===== config.mk =====
export PLATFORM = sky130hd
export DESIGN_NAME = cdb_arbiter
export DESIGN_NICKNAME = d
export VERILOG_FILES = /design/src/rtl/cdb_arbiter_pkg.sv /design/src/rtl/cdb_arbiter_queue.sv /design/src/rtl/cdb_arbiter.sv
export SDC_FILE = /design/constraint.sdc
export NUM_CORES = 1
export LEC_CHECK = 0
export ABC_AREA = 1
export CAP_MARGIN = 25
export CORE_MARGIN = 3
export CORE_UTILIZATION = 46
export DETAILED_ROUTE_END_ITERATION = 12
export PLACE_DENSITY = 0.71
export RECOVER_POWER = 25
export SYNTH_ARGS = -nofsm -noshare
export SYNTH_HDL_FRONTEND = slang
export SYNTH_HIERARCHICAL = 1
export SYNTH_SLANG_ARGS = --single-unit

===== constraint.sdc =====
create_clock -name clk -period 5.5 [get_ports clk]
set_input_delay 1.375 -clock clk [delete_from_list [all_inputs] [get_ports clk]]
set_output_delay 1.375 -clock clk [all_outputs]
set_load 0.03 [all_outputs]

===== src/rtl/cdb_arbiter_pkg.sv =====
// Shared rv32i types: CDB broadcast record and
// the sizing constants for the result arbiter.
package rv32i_types;

  localparam int NUM_CDB         = 2;
  localparam int NUM_FU          = 4;
  localparam int CDB_QUEUE_DEPTH = 2;

  typedef struct packed {
    logic        valid;
    logic [5:0]  pd_s;
    logic [31:0] pd_v;
    logic [3:0]  rob_id;
  } cdb_t;

endpackage


===== src/rtl/cdb_arbiter_queue.sv =====
// Per-unit result FIFO feeding the CDB arbiter.
// Pointers wrap naturally; depth is a power of two.
module cdb_result_queue
  import rv32i_types::*;
#(
  parameter int DEPTH = CDB_QUEUE_DEPTH,
  localparam int AW = $clog2(DEPTH),
  localparam int CW = AW + 1
) (
  input  logic          clk,
  input  logic          rst,
  input  logic          clear,
  input  logic          push,
  input  logic          pop,
  input  cdb_t          push_data,
  output cdb_t          head,
  output logic [CW-1:0] count,
  output logic          full
);

  cdb_t          mem [DEPTH];
  logic [AW-1:0] rd_ptr;
  logic [AW-1:0] wr_ptr;

  always_ff @(posedge clk) begin
    if (rst || clear) begin
      rd_ptr <= '0;
      wr_ptr <= '0;
      count  <= '0;
    end else begin
      if (push) wr_ptr <= wr_ptr + 1'b1;
      if (pop)  rd_ptr <= rd_ptr + 1'b1;
      unique case ({push, pop})
        2'b10:   count <= count + 1'b1;
        2'b01:   count <= count - 1'b1;
        default: count <= count;
      endcase
    end
  end

  always_ff @(posedge clk) begin
    if (push && !rst && !clear) mem[wr_ptr] <= push_data;
  end

  assign head = mem[rd_ptr];
  assign full = (count == CW'(DEPTH));

endmodule


===== src/rtl/cdb_arbiter.sv =====
// Round-robin arbiter granting up to NUM_CDB queued
// FU results per cycle onto the common data bus.
module cdb_arbiter
  import rv32i_types::*;
(
  input  logic              clk,
  input  logic              rst,
  input  logic              flush,
  input  logic [NUM_FU-1:0] req_valid,
  input  cdb_t              req_data [NUM_FU],
  output logic [NUM_FU-1:0] req_ready,
  output cdb_t              cdb [NUM_CDB],
  output logic [NUM_FU-1:0] grant
);

  localparam int FW = (NUM_FU > 1) ? $clog2(NUM_FU) : 1;
  localparam int SW = (NUM_CDB > 1) ? $clog2(NUM_CDB) : 1;
  localparam int QW = $clog2(CDB_QUEUE_DEPTH) + 1;

  cdb_t              head  [NUM_FU];
  logic [QW-1:0]     count [NUM_FU];
  logic [NUM_FU-1:0] full;
  logic [NUM_FU-1:0] push;
  logic [FW-1:0]     rr_ptr;
  logic [FW-1:0]     last;

  for (genvar g = 0; g < NUM_FU; g++) begin : g_q
    cdb_result_queue #(
      .DEPTH(CDB_QUEUE_DEPTH)
    ) u_q (
      .clk      (clk),
      .rst      (rst),
      .clear    (flush),
      .push     (push[g]),
      .pop      (grant[g]),
      .push_data(req_data[g]),
      .head     (head[g]),
      .count    (count[g]),
      .full     (full[g])
    );
  end

  // Ready depends only on registered counts, never on this cycle's pop.
  assign req_ready = ~full & {NUM_FU{!rst && !flush}};
  assign push      = req_valid & req_ready;

  always_comb begin
    logic [FW-1:0] idx;
    int            n;
    grant = '0;
    last  = rr_ptr;
    n     = 0;
    idx   = '0;
    for (int k = 0; k < NUM_CDB; k++) cdb[k] = '0;
    if (!rst && !flush) begin
      for (int k = 0; k < NUM_FU; k++) begin
        idx = FW'((int'(rr_ptr) + k) % NUM_FU);
        if (count[idx] != '0 && n < NUM_CDB) begin
          grant[idx]         = 1'b1;
          cdb[SW'(n)]        = head[idx];
          cdb[SW'(n)].valid  = 1'b1;
          last               = idx;
          n                  = n + 1;
        end
      end
    end
  end

  always_ff @(posedge clk) begin
    if (rst) begin
      rr_ptr <= '0;
    end else if (|grant) begin
      rr_ptr <= FW'((int'(last) + 1) % NUM_FU);
    end
  end

endmodule


Word level (Yosys, flattened, before mapping)
Memories as Yosys holds them, arrays and structs flattened. A register that Yosys moved wholly into a read port is not among the register bits.
Cells that the tools add are included.

storage, ports and cells
  bits in registers = 18
  bits in latches = 0
  memory bits (writable) = 344
  memory bits (read-only) = 0
  output and inout port bits = 94
  memories kept = 4

memory list
  name            depth  width  rd ports  clocked after memory_dff  wr ports  line                     source
  g_q[0].u_q.mem  2      43     1         1                         1         cdb_arbiter_queue.sv:21  cdb_t mem [DEPTH];
  g_q[1].u_q.mem  2      43     1         1                         1         cdb_arbiter_queue.sv:21
  g_q[2].u_q.mem  2      43     1         1                         1         cdb_arbiter_queue.sv:21
  g_q[3].u_q.mem  2      43     1         1                         1         cdb_arbiter_queue.sv:21

cells by class
  add/sub/neg operators = 22
  multiply operators = 0
  divide/modulo/power cells = 0
  $lt $le $gt $ge = 21
  equality and inequality tests = 12
  shift operators = 0
  muxes and demuxes = 96
  bitwise gates (word level) = 13
  reductions and logical operators = 31

operators by type and width
  cell                     count
  $mux W43                 14
  $bwmux W86               6
  $mux W86                 6
  $bmux W43 S2             4
  $demux W43 S1            6
  $mux W32                 5
  $lt A32 B3 Y1 const B    3
  $mux W42                 2
  $add A32 B2 Y32 const B  2
  $mux W4                  8
  $mux W2                  12
  $mux W1                  21
  $logic_and A1 B1 Y1      19
  $bmux W2 S2              4
  $eq A2 B2 Y1 const B     8
  $pmux W2 S2              4
  $reduce_bool A2 Y1       8
  $add A2 B1 Y2 const B    6
  $ge A3 B3 Y1 const B     4
  $lt A2 B3 Y1 const B     4
  $not A2 Y3               4
  $or A4 B4 Y4             3
  $add A1 B1 Y1 const B    8
  $and A4 B4 Y4            2
  other kinds (12)         32

Logic depth before layout (Yosys ltp)
  depth after elaboration = 24
  depth in mapped cells = 24
  gate-level depth less buffers = 22

By module
The synthesis kept the hierarchy.

modules (own cells, without submodules)
  module            times used  cells an instance  area each (µm²)  seq. area each (µm²)
  cdb_result_queue  4           168                3538.4           2682.6
  cdb_arbiter       1           1170               5886.9           40.0

Least setup slack after synthesis
No wires, ideal clock.

  path kind = input to register
  start = in rst
  end = mem g_q[0].u_q/mem[1][0] (netlist bit) (enable)
  library setup time = 0.497 ns
  data arrival time = 5.380 ns
  setup slack = -0.377 ns
  stages = 7
  path buffers = 2
  path through = nor2_1 clkbuf_1 inv_2 clkbuf_1 nor3b_1 inv_1 nor3_1

between the ends
  longest elaborated chain between the ends = 8

ends and longest elaborated chain
  what                              line                     source
  from (decl)                       cdb_arbiter.sv:7         input logic rst,
  $logic_not A1 Y1                  cdb_arbiter.sv:44        assign req_ready = ~full & {NUM_FU{!rst && !flush}};
  $logic_and A1 B1 Y1               cdb_arbiter.sv:44
  $and A4 B4 Y4                     cdb_arbiter.sv:44
  $and A4 B4 Y4                     cdb_arbiter.sv:45        assign push = req_valid & req_ready;
  named net push[0]                 cdb_arbiter.sv:23        logic [NUM_FU-1:0] push;
  $logic_and A1 B1 Y1 (2 in a row)  cdb_arbiter_queue.sv:42  if (push && !rst && !clear) mem[wr_ptr] <= push_data;
  $mux W1                           cdb_arbiter_queue.sv:42
  $mux W1 (implied by the code)     cdb_arbiter_queue.sv:42
  to (decl)                         cdb_arbiter_queue.sv:21

The timed path passes the listed nets, and every way through them passes these cells.

==> results.md <==
- Hold Path Class: flop to flop
- Residual DRC: 0
- Final Slew Violations: 0
- Io pins: 273
- Drt first pass iters: 6
- Reg2reg end: g_q[2].u_q/count[1]
- Synth Cell Area: 19700 um^2
- Antenna violations before repair: 0
- Vias per cell: 5.49
- Fraction of layout cells with a size suffix above 1: 17.7%
- Synthesized instance count: 1830
- Hold path endpoint: g_q[2].u_q/wr_ptr
- Post-DP HPWL: 37500 um
- Final period utilization: 97.1%
- Grt ovf: 0
- Largest net degree at the start of global routing: 96
- Worst reg2reg path depth: 22
- Critical Path End Type: output pin
- Worst flop-to-flop path startpoint: rr_ptr[0]
- Design area: 23500 um^2
- Die width: 213 um
- Die Height: 213 um
- Max-Cap Viols: 0
- Area Overhead vs Synth: 18.9%
- Vias: 14151
- Clock slew at the register clock pins of the worst setup and hold paths: 60 ps
- Setup bufs post-CTS: 0
- PortBufs: 225
- Num CTS Buffers: 40
- # rows: 75
- Peak Freq: 187 MHz
- Hold path start: g_q[2].u_q/wr_ptr
- Final GP Congestion: 0.874
- Wire per inst: 20.3 um
- Hold Fails Final Rpt: 0
- Total GRT Usage: 22.8%
- CTS tree: built
- Status: finished, final reports clean
- Final Routed Wirelength: 52300 um
- Req. time, crit path: 4120 ps
- Total core area: 42100 um^2
- Vias in the first global route: 13902
- Root Driver: clkbuf_16
- Fin nets: 2199
- LEAKAGE: 8.75 nW
- Power density cells: 420 nW/um^2
- Final min period: 5340 ps
- Yosys warns: 6
- Remaining antenna violation count after routing: 0
- Critical Path AT: 3970 ps
- Total power: 9.86 mW
- VDD IR-drop max: 0.000406 V
- Critical Path Fanout Max: 32
- Synth Area per Inst: 10.8 um^2
- CTS H-tree depth: 2
- Clock skew: 14.4 ps
- First-pass GRT wire length: 78100 um
- Clk_lat worst skew: 560 ps
- Final setup violating endpoints: 0
- Hold Path Cell Cnt: 2
- DR iter-0 viols: 1101
- Clock Path Buffers: 3
- Finished Core Util: 55.7%
- Die ar.: 45400 um^2
- Worst setup margin: 159 ps
- Slew margin rel.: 34.9%
- RSZ-0062 raised after global routing: no
- DP Area: 22200 um^2
- Num Clock Sinks: 358
- Crit Path Category: flop to output pin
- Kind of start point of the critical path: flop
- Initial cell density of the core: 46.9%
- Setup Slack @ Placement: 301 ps
- Setup TNS Final: 0 ps
- R2R setup slack: 1990 ps
- Tightest Pin Transition: 976 ps
## worst max path at each step
| stage | start | to | slack, ps | cells after the start |
|---|---|---|---|---|
| floorplan | rr_ptr[0] | cdb[46] | 550 | 19 |
| global placement | rr_ptr[1] | cdb[46] | 330 | 15 |
| detailed placement | rr_ptr[1] | cdb[46] | 300 | 15 |
| CTS | rr_ptr[0] | cdb[55] | 10 | 17 |
| global route | rr_ptr[0] | cdb[47] | 3 | 16 |
| finish | rr_ptr[0] | cdb[67] | 160 | 16 |
## where the power goes
part	leakage, nW	internal [mW]	switching (mW)
Clock	0.602	1.45	1.06
Sequential	3.21	3.01	0.0433
Combinational	4.94	1.47	2.83
Total	8.75	5.93	3.93
## placed cells by master, fill, tap and decap left out, drive strengths merged
master,n
nand2,327
clkinv,10
buf,82
mux2,168
diode,1
o211ai,84
nor3,4
clkdlybuf4s50,88
nor3b,4
nor2,48
ha,13
dfxtp,22
inv,142
nand4,6
clkinvlp,2
a21oi,134
edfxtp,336
nand3,63
o21ai,304
fa,1
dlygate4sd3,93
xnor2,4
conb,43
clkbuf,59
or2,1
## layout make-up
cell class,count,area (um^2)
Antenna cell,1,2.50
Clock buffer,59,1140
Clock inverter,15,91.3
Fill cell,3554,18700
Inverter,139,524
Multi-Input combinational cell,1204,7760
Sequential cell,358,10500
Tap cell,539,674
Timing Repair Buffer,263,2720
## worst max-delay path: stages, from the launching register on
cell and delay [ps]:
dfxtp_4 360, buf_6 200, nand3_1 100, nand2_1 120
nand2_1 170, nand2_4 130, inv_2 50, ha_1 170
inv_1 90, nand3_2 140, fa_1 610, nand2_8 140
buf_12 200, a21oi_1 130, o21ai_0 110, a21oi_1 490
buf_12 190
## metal layers
layer  global-route usage, %  vias up  routed length (um)
met5                       0        -                   0
met3                    3.50      131                2770
met4                    11.3        0                2820
li1                        -     6757                   -
met1                    26.7     6739               19700
met2                    40.6      524               27000
## flip-flops by register name (all words and copies together), names as in the netlist, named ones only
register / flops
g_q.u_q/rd_ptr: 4
g_q.u_q/mem: 336
g_q.u_q/count: 8
rr_ptr: 2
g_q.u_q/wr_ptr: 4
## metrics by stage
| stage | cells | hold WS (ps) |
|---|---|---|
| after floorplan | 1872 | 445 |
| after global placement | 2503 | 451 |
| after detailed placement | 2503 | 456 |
| after CTS | 2577 | 465 |
| after global routing | 2577 | 506 |
| final | 2578 | 470 |
## timing repair
item / CTS / global route
hold buffers: 0 / 0
gates resized for setup: 4 / 9
setup endpoints to repair: 38 / 32
Note: power is estimated with default switching activity, not from simulation.
